===== config.mk =====
export PLATFORM = sky130hd
export DESIGN_NAME = instr_fetch_packer
export DESIGN_NICKNAME = d
export VERILOG_FILES = /design/src/rtl/instr_fetch_packer_pkg.sv /design/src/rtl/instr_fifo.sv /design/src/rtl/instr_fetch_packer.sv
export SDC_FILE = /design/constraint.sdc
export NUM_CORES = 1
export LEC_CHECK = 0
export ABC_CLOCK_PERIOD_IN_PS = 4700
export BUFFER_PORTS_ARGS = -buffer_cell sky130_fd_sc_hd__buf_4
export CAP_MARGIN = 20
export CORE_ASPECT_RATIO = 1.75
export CORE_UTILIZATION = 45
export DETAILED_ROUTE_END_ITERATION = 8
export PLACE_DENSITY = 0.64
export SLEW_MARGIN = 20
export SYNTH_ARGS = -nofsm -noshare
export SYNTH_HDL_FRONTEND = slang
export SYNTH_SLANG_ARGS = --single-unit

===== constraint.sdc =====
create_clock -name clk -period 4.7 [get_ports clk]
set_input_delay 0.705 -clock clk [delete_from_list [all_inputs] [get_ports clk]]
set_output_delay 0.705 -clock clk [all_outputs]
set_load 0.1 [all_outputs]

===== src/rtl/instr_fetch_packer_pkg.sv =====
// Shared definitions for the nibble-serial instruction fetch/pack front end:
// opcode encodings, register index width, decoded instruction fields, FSM states.
package instr_fetch_packer_pkg;

  localparam logic [3:0] OP_ADD = 4'd0;
  localparam logic [3:0] OP_SUB = 4'd1;
  localparam logic [3:0] OP_MUL = 4'd2;
  localparam logic [3:0] OP_DIV = 4'd3;
  localparam logic [3:0] OP_END = 4'd4;

  localparam int REG_W = 3;

  typedef logic [REG_W-1:0] reg_idx_t;

  // The pc width depends on the top-level ADDR_W, so the top wraps this with its pc.
  typedef struct packed {
    logic [3:0] op;
    reg_idx_t   rd;
    reg_idx_t   rs1;
    reg_idx_t   rs2;
  } instr_fields_t;

  typedef enum logic [2:0] {
    S_IDLE,
    S_F_OP,
    S_F_RD,
    S_F_RS1,
    S_F_RS2,
    S_HALT
  } state_t;

  function automatic logic is_reg_nibble(input logic [3:0] nibble);
    return !nibble[3];
  endfunction

endpackage


===== src/rtl/instr_fifo.sv =====
// Generic DEPTH x WIDTH synchronous FIFO; push and pop may coincide at any
// occupancy, including full. Callers never push when full without popping.
module instr_fifo #(
  parameter int DEPTH = 2,
  parameter int WIDTH = 8
) (
  input  logic             clk,
  input  logic             rst,
  input  logic             push,
  input  logic [WIDTH-1:0] push_data,
  input  logic             pop,
  output logic [WIDTH-1:0] head,
  output logic             full,
  output logic             empty
);

  localparam int PTR_W = (DEPTH > 1) ? $clog2(DEPTH) : 1;
  localparam int CNT_W = $clog2(DEPTH + 1);

  logic [WIDTH-1:0] mem [DEPTH];
  logic [PTR_W-1:0] wr_ptr;
  logic [PTR_W-1:0] rd_ptr;
  logic [CNT_W-1:0] count;

  // NOTE: storage is deliberately not reset; count gates visibility of every entry.
  always_ff @(posedge clk) begin
    if (push) mem[wr_ptr] <= push_data;
  end

  always_ff @(posedge clk) begin
    if (rst) begin
      wr_ptr <= '0;
      rd_ptr <= '0;
      count  <= '0;
    end else begin
      if (push) wr_ptr <= wr_ptr + 1'b1;
      if (pop)  rd_ptr <= rd_ptr + 1'b1;
      case ({push, pop})
        2'b10:   count <= count + 1'b1;
        2'b01:   count <= count - 1'b1;
        default: count <= count;
      endcase
    end
  end

  assign head  = mem[rd_ptr];
  assign full  = (count == CNT_W'(DEPTH));
  assign empty = (count == '0);

endmodule


===== src/rtl/instr_fetch_packer.sv =====
// Walks nibble-wide program memory, packs opcode/Rd/Rs1/Rs2 into one decoded
// word and queues it for the downstream stage; halts on END or illegal nibbles.
module instr_fetch_packer
  import instr_fetch_packer_pkg::*;
#(
  parameter int ADDR_W     = 6,
  parameter int DEPTH      = 2,
  parameter int START_ADDR = 0
) (
  input  logic              clk,
  input  logic              rst,
  input  logic              start,
  output logic [ADDR_W-1:0] imem_addr,
  input  logic [3:0]        imem_data,
  output logic              out_valid,
  input  logic              out_ready,
  output logic [3:0]        out_op,
  output logic [REG_W-1:0]  out_rd,
  output logic [REG_W-1:0]  out_rs1,
  output logic [REG_W-1:0]  out_rs2,
  output logic [ADDR_W-1:0] out_pc,
  output logic              busy,
  output logic              halted,
  output logic              err_illegal
);

  localparam logic [ADDR_W-1:0] START = ADDR_W'(START_ADDR);

  typedef struct packed {
    instr_fields_t     f;
    logic [ADDR_W-1:0] pc;
  } instr_t;

  state_t            state_q, state_d;
  logic [ADDR_W-1:0] addr_d, pc_q, pc_d;
  logic [3:0]        op_q, op_d;
  reg_idx_t          rd_q, rd_d, rs1_q, rs1_d;
  logic              err_q, set_err;
  logic              push, pop, fifo_full, fifo_empty;
  instr_t            push_word, head;

  assign pop = out_valid && out_ready;

  // NOTE: every signal driven here gets a default first, so no path can infer a latch.
  always_comb begin
    state_d = state_q;
    addr_d  = imem_addr;
    pc_d    = pc_q;
    op_d    = op_q;
    rd_d    = rd_q;
    rs1_d   = rs1_q;
    push    = 1'b0;
    set_err = 1'b0;
    case (state_q)
      S_IDLE: if (start) begin
        state_d = S_F_OP;
        addr_d  = START;
      end
      S_F_OP: begin
        if (imem_data == OP_END) begin
          state_d = S_HALT;
        end else if (imem_data > OP_END) begin
          state_d = S_HALT;
          set_err = 1'b1;
        end else begin
          op_d    = imem_data;
          pc_d    = imem_addr;
          addr_d  = imem_addr + 1'b1;
          state_d = S_F_RD;
        end
      end
      S_F_RD, S_F_RS1: begin
        if (!is_reg_nibble(imem_data)) begin
          state_d = S_HALT;
          set_err = 1'b1;
        end else begin
          if (state_q == S_F_RD) rd_d = imem_data[REG_W-1:0];
          else                   rs1_d = imem_data[REG_W-1:0];
          addr_d  = imem_addr + 1'b1;
          state_d = (state_q == S_F_RD) ? S_F_RS1 : S_F_RS2;
        end
      end
      S_F_RS2: begin
        if (!is_reg_nibble(imem_data)) begin
          state_d = S_HALT;
          set_err = 1'b1;
        end else if (!fifo_full || pop) begin
          push    = 1'b1;
          addr_d  = imem_addr + 1'b1;
          state_d = S_F_OP;
        end
      end
      S_HALT:  state_d = S_HALT;
      default: state_d = S_IDLE;
    endcase
  end

  // NOTE: sequential state uses non-blocking assignments so all flops update together.
  always_ff @(posedge clk) begin
    if (rst) begin
      state_q   <= S_IDLE;
      imem_addr <= START;
      pc_q      <= '0;
      op_q      <= '0;
      rd_q      <= '0;
      rs1_q     <= '0;
      err_q     <= 1'b0;
    end else begin
      state_q   <= state_d;
      imem_addr <= addr_d;
      pc_q      <= pc_d;
      op_q      <= op_d;
      rd_q      <= rd_d;
      rs1_q     <= rs1_d;
      err_q     <= err_q | set_err;
    end
  end

  // Rs2 is taken straight from the memory so the push lands in the Rs2 cycle.
  assign push_word = '{f: '{op: op_q, rd: rd_q, rs1: rs1_q, rs2: imem_data[REG_W-1:0]}, pc: pc_q};

  instr_fifo #(
    .DEPTH(DEPTH),
    .WIDTH($bits(instr_t))
  ) u_fifo (
    .clk       (clk),
    .rst       (rst),
    .push      (push),
    .push_data (push_word),
    .pop       (pop),
    .head      (head),
    .full      (fifo_full),
    .empty     (fifo_empty)
  );

  assign out_valid   = !fifo_empty;
  assign out_op      = out_valid ? head.f.op  : '0;
  assign out_rd      = out_valid ? head.f.rd  : '0;
  assign out_rs1     = out_valid ? head.f.rs1 : '0;
  assign out_rs2     = out_valid ? head.f.rs2 : '0;
  assign out_pc      = out_valid ? head.pc    : '0;
  assign busy        = (state_q != S_IDLE) && (state_q != S_HALT);
  assign halted      = (state_q == S_HALT);
  assign err_illegal = err_q;

endmodule

## Yosys cells after proc, flatten, opt, wreduce, memory -nomap -nowiden

Memory sizes are Yosys's and may differ from the RTL's. A register that Yosys moved wholly into a read port is not among the register bits.
Index checks and enable logic that the tools add are counted.

| cells by class | value |
|---|---|
| add/subtract/negate cells | 5 |
| $mul | 0 |
| div/mod/pow operators | 0 |
| $lt $le $gt $ge | 1 |
| eq/ne operators | 17 |
| shift-type cells | 0 |
| multiplexer cells | 32 |
| bitwise gates (word level) | 5 |
| reduce and logical (&&, ||, !) cells | 17 |

Operator list:

| cell | count |
|---|---|
| 2-to-1 mux 6 bit | 7 |
| 2-to-1 mux 3 bit | 10 |
| one-hot mux 6 bit (4 select lines) | 1 |
| one-hot mux 3 bit (5 select lines) | 1 |
| != test 2 bit (second input constant) | 6 |
| 2-to-1 mux 1 bit | 10 |
| AND reduction 3 bit | 3 |
| AND reduction 7 bit | 1 |
| adder 6 x 1 -> 6 bit (second input constant) | 1 |
| equality test 3 x 2 -> 1 bit (second input constant) | 2 |
| equality test 3 bit (second input constant) | 2 |
| != test 3 bit (second input constant) | 2 |
| equality test 2 bit (second input constant) | 2 |
| equality test 4 x 3 -> 1 bit (second input constant) | 1 |
| greater-than comparator 4 x 3 -> 1 bit (second input constant) | 1 |
| 2-to-1 mux 4 bit | 1 |
| NOT 1 bit | 4 |
| one-hot mux 2 bit (2 select lines) | 1 |
| nonzero test 4 bit | 1 |
| equality test 3 x 1 -> 1 bit (second input constant) | 1 |
| zero test 3 bit | 1 |
| nonzero test 3 bit | 1 |
| OR reduction 3 bit | 1 |
| adder 1 bit (second input constant) | 2 |
| other kinds (12) | 14 |

| word-level totals | value |
|---|---|
| register bits | 30 |
| bits in latches | 0 |
| bits in writable memories | 38 |
| bits in read-only memories | 0 |
| input port bits | 8 |
| output and inout port bits | 29 |
| memories kept | 1 |

Memory list:

| name | words | bits a word | read ports | clocked after Yosys merged registers in | write ports | line | RTL |
|---|---|---|---|---|---|---|---|
| u_fifo.mem | 2 | 19 | 1 | 1 | 1 | instr_fifo.sv:20 | `logic [WIDTH-1:0] mem [DEPTH];` |

## Logic depth before layout (Yosys ltp)

Gate-level depths: netlist of the first run.

| depth | value |
|---|---|
| word-level depth | 9 |
| depth in mapped cells | 7 |
| mapped depth without buffers | 6 |

## Modules after synthesis

Synthesis of the first run repeated with hierarchy kept, for this count alone.

| unflattened totals | value |
|---|---|
| cell total of the unflattened synthesis | 233 |
| area, all modules | 2,920.3 µm² |

By module, submodules not included:

| module | times used | cells an instance | area an instance (µm²) | sequential area each (µm²) |
|---|---|---|---|---|
| instr_fifo | 1 | 81 | 1,572.8 | 1,241.2 |
| instr_fetch_packer | 1 | 152 | 1,347.5 | 520.5 |

## Worst setup path after synthesis of the first run

OpenSTA, ideal clock, no wires.

| timing | value |
|---|---|
| path type | register to output |
| start | reg (tool-made name) |
| end | out out_pc[0] |
| arrival | 2,421 ps |
| required time | 3,995 ps |
| setup slack | 1,574 ps |
| stages on the path, launching flop included | 5 |
| buffers on the path | 2 |
| cells stage by stage | dfxtp_1 clkbuf_1 buf_2 mux2i_1 nor2_1 |

RTL lines:

| item | line | RTL |
|---|---|---|
| end, declared | instr_fetch_packer.sv:21 | `output logic [ADDR_W-1:0] out_pc,` |

## Worst setup path after layout of the first run

| timing | value |
|---|---|
| start | reg state_q[0] |
| end | out busy |

| on the way | value |
|---|---|
| cells in the longest elaborated chain, start to end | 2 |

Ends and longest elaborated chain:

| item | line | RTL |
|---|---|---|
| start, declared | instr_fetch_packer.sv:34 | `state_t state_q, state_d;` |
| start signal, assigned | instr_fetch_packer.sv:109 | `state_q <= state_d;` |
| != test 3 bit or nonzero test 3 bit (tied branches) | instr_fetch_packer.sv:142 | `assign busy = (state_q != S_IDLE) && (state_q != S_HALT);` |
| logical AND 1 bit * | instr_fetch_packer.sv:142 |  |
| end, declared | instr_fetch_packer.sv:22 | `output logic busy,` |

Every way passes the cells marked *; elsewhere a longest branch is shown, timed or not.

==> results of run 1 <==
layer usage:
metal	global-route usage, %	up-vias	wire (um)	part of all wire [%]
met5	0	-	0	0
met4	7.973	0	102	2.1
met3	4.449	10	146	3.0
met2	26.61	32	2409	50
met1	17.48	864	2140	45
li1	-	931	-	-
cells in the final DEF, fill, tap and decap left out, drive strengths merged:
cell,instances
xor2,2
inv,6
o22ai,1
a211oi,1
and3b,3
nor2,54
a21oi,9
ha,2
nand2b,1
or4,3
nor2b,6
o31ai,2
a221oi,1
nor4b,1
o21a,2
mux2i,34
buf,39
nor3,1
nand3b,3
o21ai,8
or3,4
clkinv,1
or3b,2
and2b,1
a31o,1
and3,2
nor3b,1
clkbuf,13
a2111oi,1
xnor2,2
dfxtp,31
nand2,6
nand3,3
edfxtp,38
Yosys cell counts:
master and instances:
sky130_fd_sc_hd__buf_1 1, sky130_fd_sc_hd__nor2_1 52, sky130_fd_sc_hd__nor4b_1 1, sky130_fd_sc_hd__or4_1 3, sky130_fd_sc_hd__and3b_1 3, sky130_fd_sc_hd__dfxtp_1 31
sky130_fd_sc_hd__xnor2_1 2, sky130_fd_sc_hd__nand3b_1 3, sky130_fd_sc_hd__nor2_2 2, sky130_fd_sc_hd__nor2b_1 6, sky130_fd_sc_hd__a211oi_1 1, sky130_fd_sc_hd__or3_1 4
sky130_fd_sc_hd__or3b_1 1, sky130_fd_sc_hd__nand2_1 6, sky130_fd_sc_hd__nand2b_1 1, sky130_fd_sc_hd__nand3_1 3, sky130_fd_sc_hd__mux2i_1 34, sky130_fd_sc_hd__or3b_2 1
sky130_fd_sc_hd__nor3_1 1, sky130_fd_sc_hd__xor2_1 2, sky130_fd_sc_hd__o21ai_0 8, sky130_fd_sc_hd__ha_1 2, sky130_fd_sc_hd__o22ai_1 1, sky130_fd_sc_hd__a21oi_1 9
sky130_fd_sc_hd__nor3b_1 1, sky130_fd_sc_hd__and3_1 2, sky130_fd_sc_hd__a221oi_1 1, sky130_fd_sc_hd__a31o_1 1, sky130_fd_sc_hd__and2b_1 1, sky130_fd_sc_hd__a2111oi_0 1
sky130_fd_sc_hd__buf_6 1, sky130_fd_sc_hd__edfxtp_1 38, sky130_fd_sc_hd__clkbuf_1 8, sky130_fd_sc_hd__inv_1 4, sky130_fd_sc_hd__o21a_1 2, sky130_fd_sc_hd__o31ai_1 2
sky130_fd_sc_hd__buf_4 2, sky130_fd_sc_hd__buf_2 3
flip-flops by register name (all words and copies together) (netlist names), named ones only:
register / flops
state_q: 3
u_fifo.rd_ptr: 1
u_fifo.count: 2
op_q: 4
rd_q: 3
u_fifo.wr_ptr: 1
pc_q: 6
err_illegal: 1
u_fifo.mem: 38
rs1_q: 3
imem_addr: 6
final timing paths:
kind / startpoint / endpoint / cells after the start / slack [ns]
max: state_q[0] / busy / 3 / 2.28
min: rd_q[1] / u_fifo.mem[0][13] / 0 / 0.46
max reg2reg: state_q[2] / u_fifo.count[1] / 5 / 2.42
min reg2reg: rd_q[1] / u_fifo.mem[0][13] / 0 / 0.46
worst register-to-register path, delay by kind of cell, from the launching register on:
family / cells / cell delay, ns
and+or+nand+nor: 3 / 1.04
DFF: 1 / 0.68
adders and majority gates: 1 / 0.36
AOI/OAI and AO/OA: 1 / 0.14
power by group:
group	switching, mW	internal, mW	leakage, nW
logic	0.205	0.0696	0.577
registers	0.0235	0.646	0.624
clock network	0.205	0.221	0.0943
total	0.433	0.936	1.29
layout make-up:
type                       instances  area share (%)
clock buffer                      13           4.748
inverter                           4          0.4486
multi-input combinational        157           29.87
clock inverter                     3          0.5234
sequential                        69           52.67
timing repair buffer              39           8.748
tap                               80           2.991
per-stage QoR:
step | util, % | hold slack [ns] | worst slack (ns) | instances | cell area, um^2
2_1_floorplan | - | 0.4185 | 1.574 | 245 | 2851
3_3_place_gp | 51.67 | 0.4305 | 2.259 | 349 | 3169
3_5_place_dp | 51.67 | 0.4408 | 2.237 | 349 | 3169
4_1_cts | 54.55 | 0.4610 | 1.880 | 365 | 3346
5_1_grt | 54.57 | 0.4740 | 2.182 | 365 | 3347
6_report | 54.57 | 0.4606 | 2.284 | 365 | 3347
logic make-up after synthesis:
| family | Yosys count |
|---|---|
| and+or+nand+nor | 91 |
| muxes | 34 |
| xor gates and xnor gates | 4 |
| buffers and inverters | 19 |
| AOI/OAI and AO/OA | 26 |
| DFF | 69 |
| adders and majority gates | 2 |
==> flow_metrics.tcl, run 1 <==
set metrics [dict create \
    status "finished, final reports clean" \
    grt_start_max_net_pins 33 \
    route.detailed.drc 0 \
    drt-total-wl_mm 4.798 \
    simple_gate_share_of_the_synthesized_area_pct 15.58 \
    floorplan.core_area_mm2 0.006133 \
    critPathRequiredTime_ns 3.99 \
    synth-adder-area-share_pct 0.8776 \
    areaGrowthSynthToFinish_pct 17.38 \
    drt_pre_antenna_iters 4 \
    syn-mean-instance-area_um2 11.64 \
    multi_input_comb_area_um2 999.7 \
    critPathLaunchType "register" \
    cts_made_buffers 9 \
    dieArea_mm2 0.006672 \
    seq_area_frac_synth_pct 61.78 \
    num_rows 38 \
    synth.cell_area_mm2 0.002851 \
    cp.buffers_inverters 1 \
    mux_share_of_post_synthesis_cell_area_pct 11.94 \
    dr.first_iter.drc_count 66 \
    critical_path.top_delay_family "flip-flops" \
    cells_traversed_along_the_worst_timing_path "and2b_1, or3_1, buf_4" \
    place_congestion 0.7040 \
    worst-endpoint-arrival_ns 1.71 \
    wire_length_of_the_first_global_routing_pass_mm 7.817 \
    maxCapViolations 0 \
    worst_hold_path_type "reg -> reg" \
    timing.final.hold_violations 0 \
    antenna_cells_inserted 0 \
    die_width_um 62.18 \
    buffer_ports.inserted 36 \
    ir_worst_vdd_mv 0.1826 \
    floorplan.die.height_um 107.3 \
    finClkSkew_ns 0.009745 \
    h-tree-depth 3 \
    cts-root-buf "sky130_fd_sc_hd__clkbuf_8" \
    static-leakage-power_nw 1.295 \
    fillCellCount 563 \
    synth_nets 255 \
    dp_hpwl_mm 3.167 \
    antenna_left 0 \
    drive_above_1_share_pct 20.00 \
    syn_warnings 0 \
    grt.overflow.total 0 \
    global_route.usage.total_pct 15.54 \
    setup_viol_count_final 0 \
    vias_in_the_first_global_route 1648 \
    criticalPathCategory "reg -> out" \
    nNetsFinal 290 \
    share_of_the_synthesized_area_in_the_top_cell_type_pct 40.02 \
    pwr_density_cell_mw_per_mm2 409.0 \
    clock_tree_from_tritoncts "built" \
    worst_path_max_delay_cell "sky130_fd_sc_hd__dfxtp_1" \
    tightest_slew_ns 0.6615 \
    synth-compound-area-share_pct 5.441 \
    post_synth_xor_area_fraction_pct 1.229 \
    rsz0062_at_grt "no" \
    timing.fmax_ghz 0.4140 \
    cts.repair_timing.setup_buffer_count 0 \
    worst-path-max-fanout 15 \
    p_total_mw 1.369 \
    synth_largest_area_cell "sky130_fd_sc_hd__edfxtp_1" \
    setup_tns_ns 0 \
    drv_slew 0 \
    starting_density_pct 46.49 \
    endpoint_kind_of_the_worst_setup_timing_path "output port" \
    ff_latch_area_mm2 0.001763 \
    cts_buffer_depth 2 \
    clock-sinks 69 \
    ys_ff_latch 69 \
    max_stage_delay_ns 0.57 \
    post_synth_main_area_contributors "sky130_fd_sc_hd__edfxtp_1 (40%), sky130_fd_sc_hd__dfxtp_1 (22%), sky130_fd_sc_hd__mux2i_1 (12%)" \
    path_clk_slew_ns 0.07 \
    cts-hold-fix-buffers 0 \
    insertion_delay_to_the_later_sink_of_the_worst_skew_pair_ns 0.33 \
    post-route-period-util_pct 51.40 \
    routed-via-count 1837 \
    post_drt_via_cell_ratio 5.033 \
    max_slew_margin_pct 55.75 \
    num_io_pins 37 \
    routed_length_per_placed_instance_um 13.15 \
    synthCells 245 \
    dominant_combinational_cell_family_by_area_after_synthesis "simple AND/OR/NAND/NOR gates" \
    antenna_found_initial 0 \
    yosys.cell_types.count 38 \
    final_period_minus_worst_setup_slack_ns 2.416 \
    post_cts_resize_count 0 \
]
(Power assumes the default switching activity.)
==> run 2: changes to the inputs <==
--- a/config.mk
+++ b/config.mk
@@ -5,13 +5,13 @@
 export SDC_FILE = /design/constraint.sdc
 export NUM_CORES = 1
 export LEC_CHECK = 0
-export ABC_CLOCK_PERIOD_IN_PS = 4700
+export ABC_CLOCK_PERIOD_IN_PS = 2220
 export BUFFER_PORTS_ARGS = -buffer_cell sky130_fd_sc_hd__buf_4
 export CAP_MARGIN = 20
 export CORE_ASPECT_RATIO = 1.75
 export CORE_UTILIZATION = 45
 export DETAILED_ROUTE_END_ITERATION = 8
-export PLACE_DENSITY = 0.64
+export PLACE_DENSITY = 0.66
 export SLEW_MARGIN = 20
 export SYNTH_ARGS = -nofsm -noshare
 export SYNTH_HDL_FRONTEND = slang
==> constraint.sdc (replaced) <==
create_clock -name clk -period 2.22 [get_ports clk]
set_input_delay 0.333 -clock clk [delete_from_list [all_inputs] [get_ports clk]]
set_output_delay 0.333 -clock clk [all_outputs]
set_load 0.1 [all_outputs]
==> flow_metrics.tcl, run 2 (synthesized netlist as in run 1, its figures left out) <==
set metrics [dict create \
    status "finished, final reports clean" \
    place_congestion 0.7373 \
    reg2reg_depth 4 \
    pwr-share-comb_pct 21.0 \
    clock_tree_from_tritoncts "built" \
    rsz0062_at_grt "no" \
    clock-sinks 69 \
    cts_made_buffers 9 \
    criticalPathCategory "reg -> out" \
    p_int_mw 2.163 \
    starting_density_pct 46.49 \
    critical_path_capture_point "busy" \
    die_width_um 62.18 \
    drv_slew 0 \
    drive_above_1_share_pct 28.47 \
    areaGrowthSynthToFinish_pct 23.74 \
    largest_registers "u_fifo.mem: 38 flops, imem_addr: 6 flops, pc_q: 6 flops" \
    share_seq_of_total_power_pct 44.7 \
    insertion_delay_to_the_later_sink_of_the_worst_skew_pair_ns 0.33 \
    ir_worst_vdd_mv 0.5064 \
    drt_pre_antenna_iters 4 \
    netSwitchingFraction_pct 30.74 \
    final_period_minus_worst_setup_slack_ns 2.081 \
    path_clk_slew_ns 0.07 \
    grt_start_max_net_pins 33 \
    floorplan.die.height_um 107.3 \
    critPathRequiredTime_ns 1.89 \
    post-route-period-util_pct 93.73 \
    global_route.usage.total_pct 16.15 \
    share_of_the_core_filled_with_cells_pct 57.53 \
    num_io_pins 37 \
    register_with_the_most_flip_flops "u_fifo.mem" \
    reg2reg_setup_slack_ns 0.21 \
    dieArea_mm2 0.006672 \
    pwr_density_cell_mw_per_mm2 885.0 \
    dp_hpwl_mm 3.372 \
    routed-via-count 1866 \
    layout.cells.most_common_list "sky130_fd_sc_hd__buf_4 (41), sky130_fd_sc_hd__edfxtp_1 (38), sky130_fd_sc_hd__mux2i_1 (34)" \
    antenna_cells_inserted 0 \
    drt-total-wl_mm 4.899 \
    finClkSkew_ns 0.007826 \
    routed_length_per_placed_instance_um 13.31 \
    route.detailed.drc 0 \
    worst-path-max-fanout 15 \
    post_drt_via_cell_ratio 5.071 \
    worst_hold_path_type "in -> reg" \
    setup_tns_ns 0 \
    critPathLaunchType "register" \
    timing.fmax_ghz 0.4806 \
    largest_register_ffs 38 \
    timing.final.hold_violations 0 \
    vias_in_the_first_global_route 1797 \
    nNetsFinal 293 \
    antenna_found_initial 0 \
    buffer_ports.inserted 36 \
    power_switching_uw 959.8 \
    antenna_left 0 \
    rr_endpoint "pc_q[0]" \
    h-tree-depth 3 \
    worst-endpoint-arrival_ns 1.75 \
    p_total_mw 3.123 \
    fin_hold_ws_ns 0.2456 \
    maxCapViolations 0 \
    cts.repair_timing.setup_buffer_count 0 \
    timing.rr.start "state_q[0]" \
    worst_setup_path_startpoint "state_q[0]" \
    static-leakage-power_nw 1.326 \
    cts-root-buf "sky130_fd_sc_hd__clkbuf_8" \
    max_slew_margin_pct 59.37 \
    num_rows 38 \
    most_common_library_cell_in_the_layout_ignoring_fill_and_taps "sky130_fd_sc_hd__buf_4" \
    wire_length_of_the_first_global_routing_pass_mm 8.135 \
    dr.first_iter.drc_count 43 \
    cts_buffer_depth 2 \
    tightest_slew_ns 0.6074 \
    endpoint_kind_of_the_worst_setup_timing_path "output port" \
    clockPowerShare_pct 34.3 \
    setup_viol_count_final 0 \
    floorplan.core_area_mm2 0.006133 \
    grt.overflow.total 0 \
]
[run 2: changes by cell type in the layout (fill, tap and decap cells not counted), moves of 2 or more]
cell                        before  now
sky130_fd_sc_hd__clkbuf_1        2    0
sky130_fd_sc_hd__bufinv_16       0    2
sky130_fd_sc_hd__clkbuf_8       11    9
sky130_fd_sc_hd__nor2_2          2   14
sky130_fd_sc_hd__clkinv_1        0    2
sky130_fd_sc_hd__nor2_1         52   30
sky130_fd_sc_hd__inv_4           2    0
sky130_fd_sc_hd__nor2_4          0   10
sky130_fd_sc_hd__buf_4          39   41
[run 2: how the worst min path moves through the flow]
stage               cells after the start           endpoint         start  slack (ns)
finish                                  1   u_fifo.mem[1][7]  imem_data[1]        0.25
global route                            1   u_fifo.mem[1][6]  imem_data[0]        0.24
CTS                                     1   u_fifo.mem[1][7]  imem_data[1]        0.23
detailed placement                      0  u_fifo.mem[1][11]      rs1_q[2]        0.44
global placement                        0  u_fifo.mem[0][17]       op_q[2]        0.43
floorplan                               0  u_fifo.mem[0][17]       op_q[2]        0.42
[run 2: repair_timing]
item / in CTS / in global routing
hold buffers: 0 / 0
hold endpoints to repair: 0 / 0
gates resized for setup: 0 / 1
endpoints found under the setup margin: 0 / 1
[run 2: metrics by stage]
| step | setup WS, ns | instances | cell area, um^2 |
|---|---|---|---|
| after floorplan | -0.08317 | 245 | 2949 |
| after global placement | 0.2766 | 352 | 3309 |
| after detailed placement | 0.2077 | 352 | 3309 |
| after CTS | 0.1603 | 368 | 3522 |
| after global routing | 0.06805 | 368 | 3528 |
| final | 0.1391 | 368 | 3528 |
[run 2: worst max-delay path: stages (launching register included)]
cell	delay, ns
sky130_fd_sc_hd__dfxtp_1	0.59
sky130_fd_sc_hd__and2b_1	0.24
sky130_fd_sc_hd__or3_1	0.34
sky130_fd_sc_hd__buf_4	0.24
[run 2: cell type report]
type | count | area [um^2]
Clock buffer | 9 | 123.9
Clock inverter | 7 | 88.84
Fill cell | 522 | 2605
Inverter | 4 | 15.01
Multi-Input combinational cell | 157 | 1111
Sequential cell | 69 | 1762
Tap cell | 80 | 100.1
Timing Repair Buffer | 42 | 327.8
[run 2: per-layer routing]
metal	part of all wire, %	track usage [%]	wire (um)	vias to the layer above
met3	2.6	3.072	127	10
met2	54	29.59	2668	38
met1	41	16.96	1987	876
li1	-	-	-	942
met4	2.4	9.468	117	0
met5	0	0	0	-
[run 2: power groups by stage]
stage                     clock network (mW)  logic (mW)  registers (mW)
after global routing                    1.15       0.696            1.40
final                                   1.07       0.657            1.40
after global placement                     0       0.659            1.42
after detailed placement                   0       0.664            1.42
after CTS                               1.09       0.666            1.39
after floorplan                            0       0.509            1.45
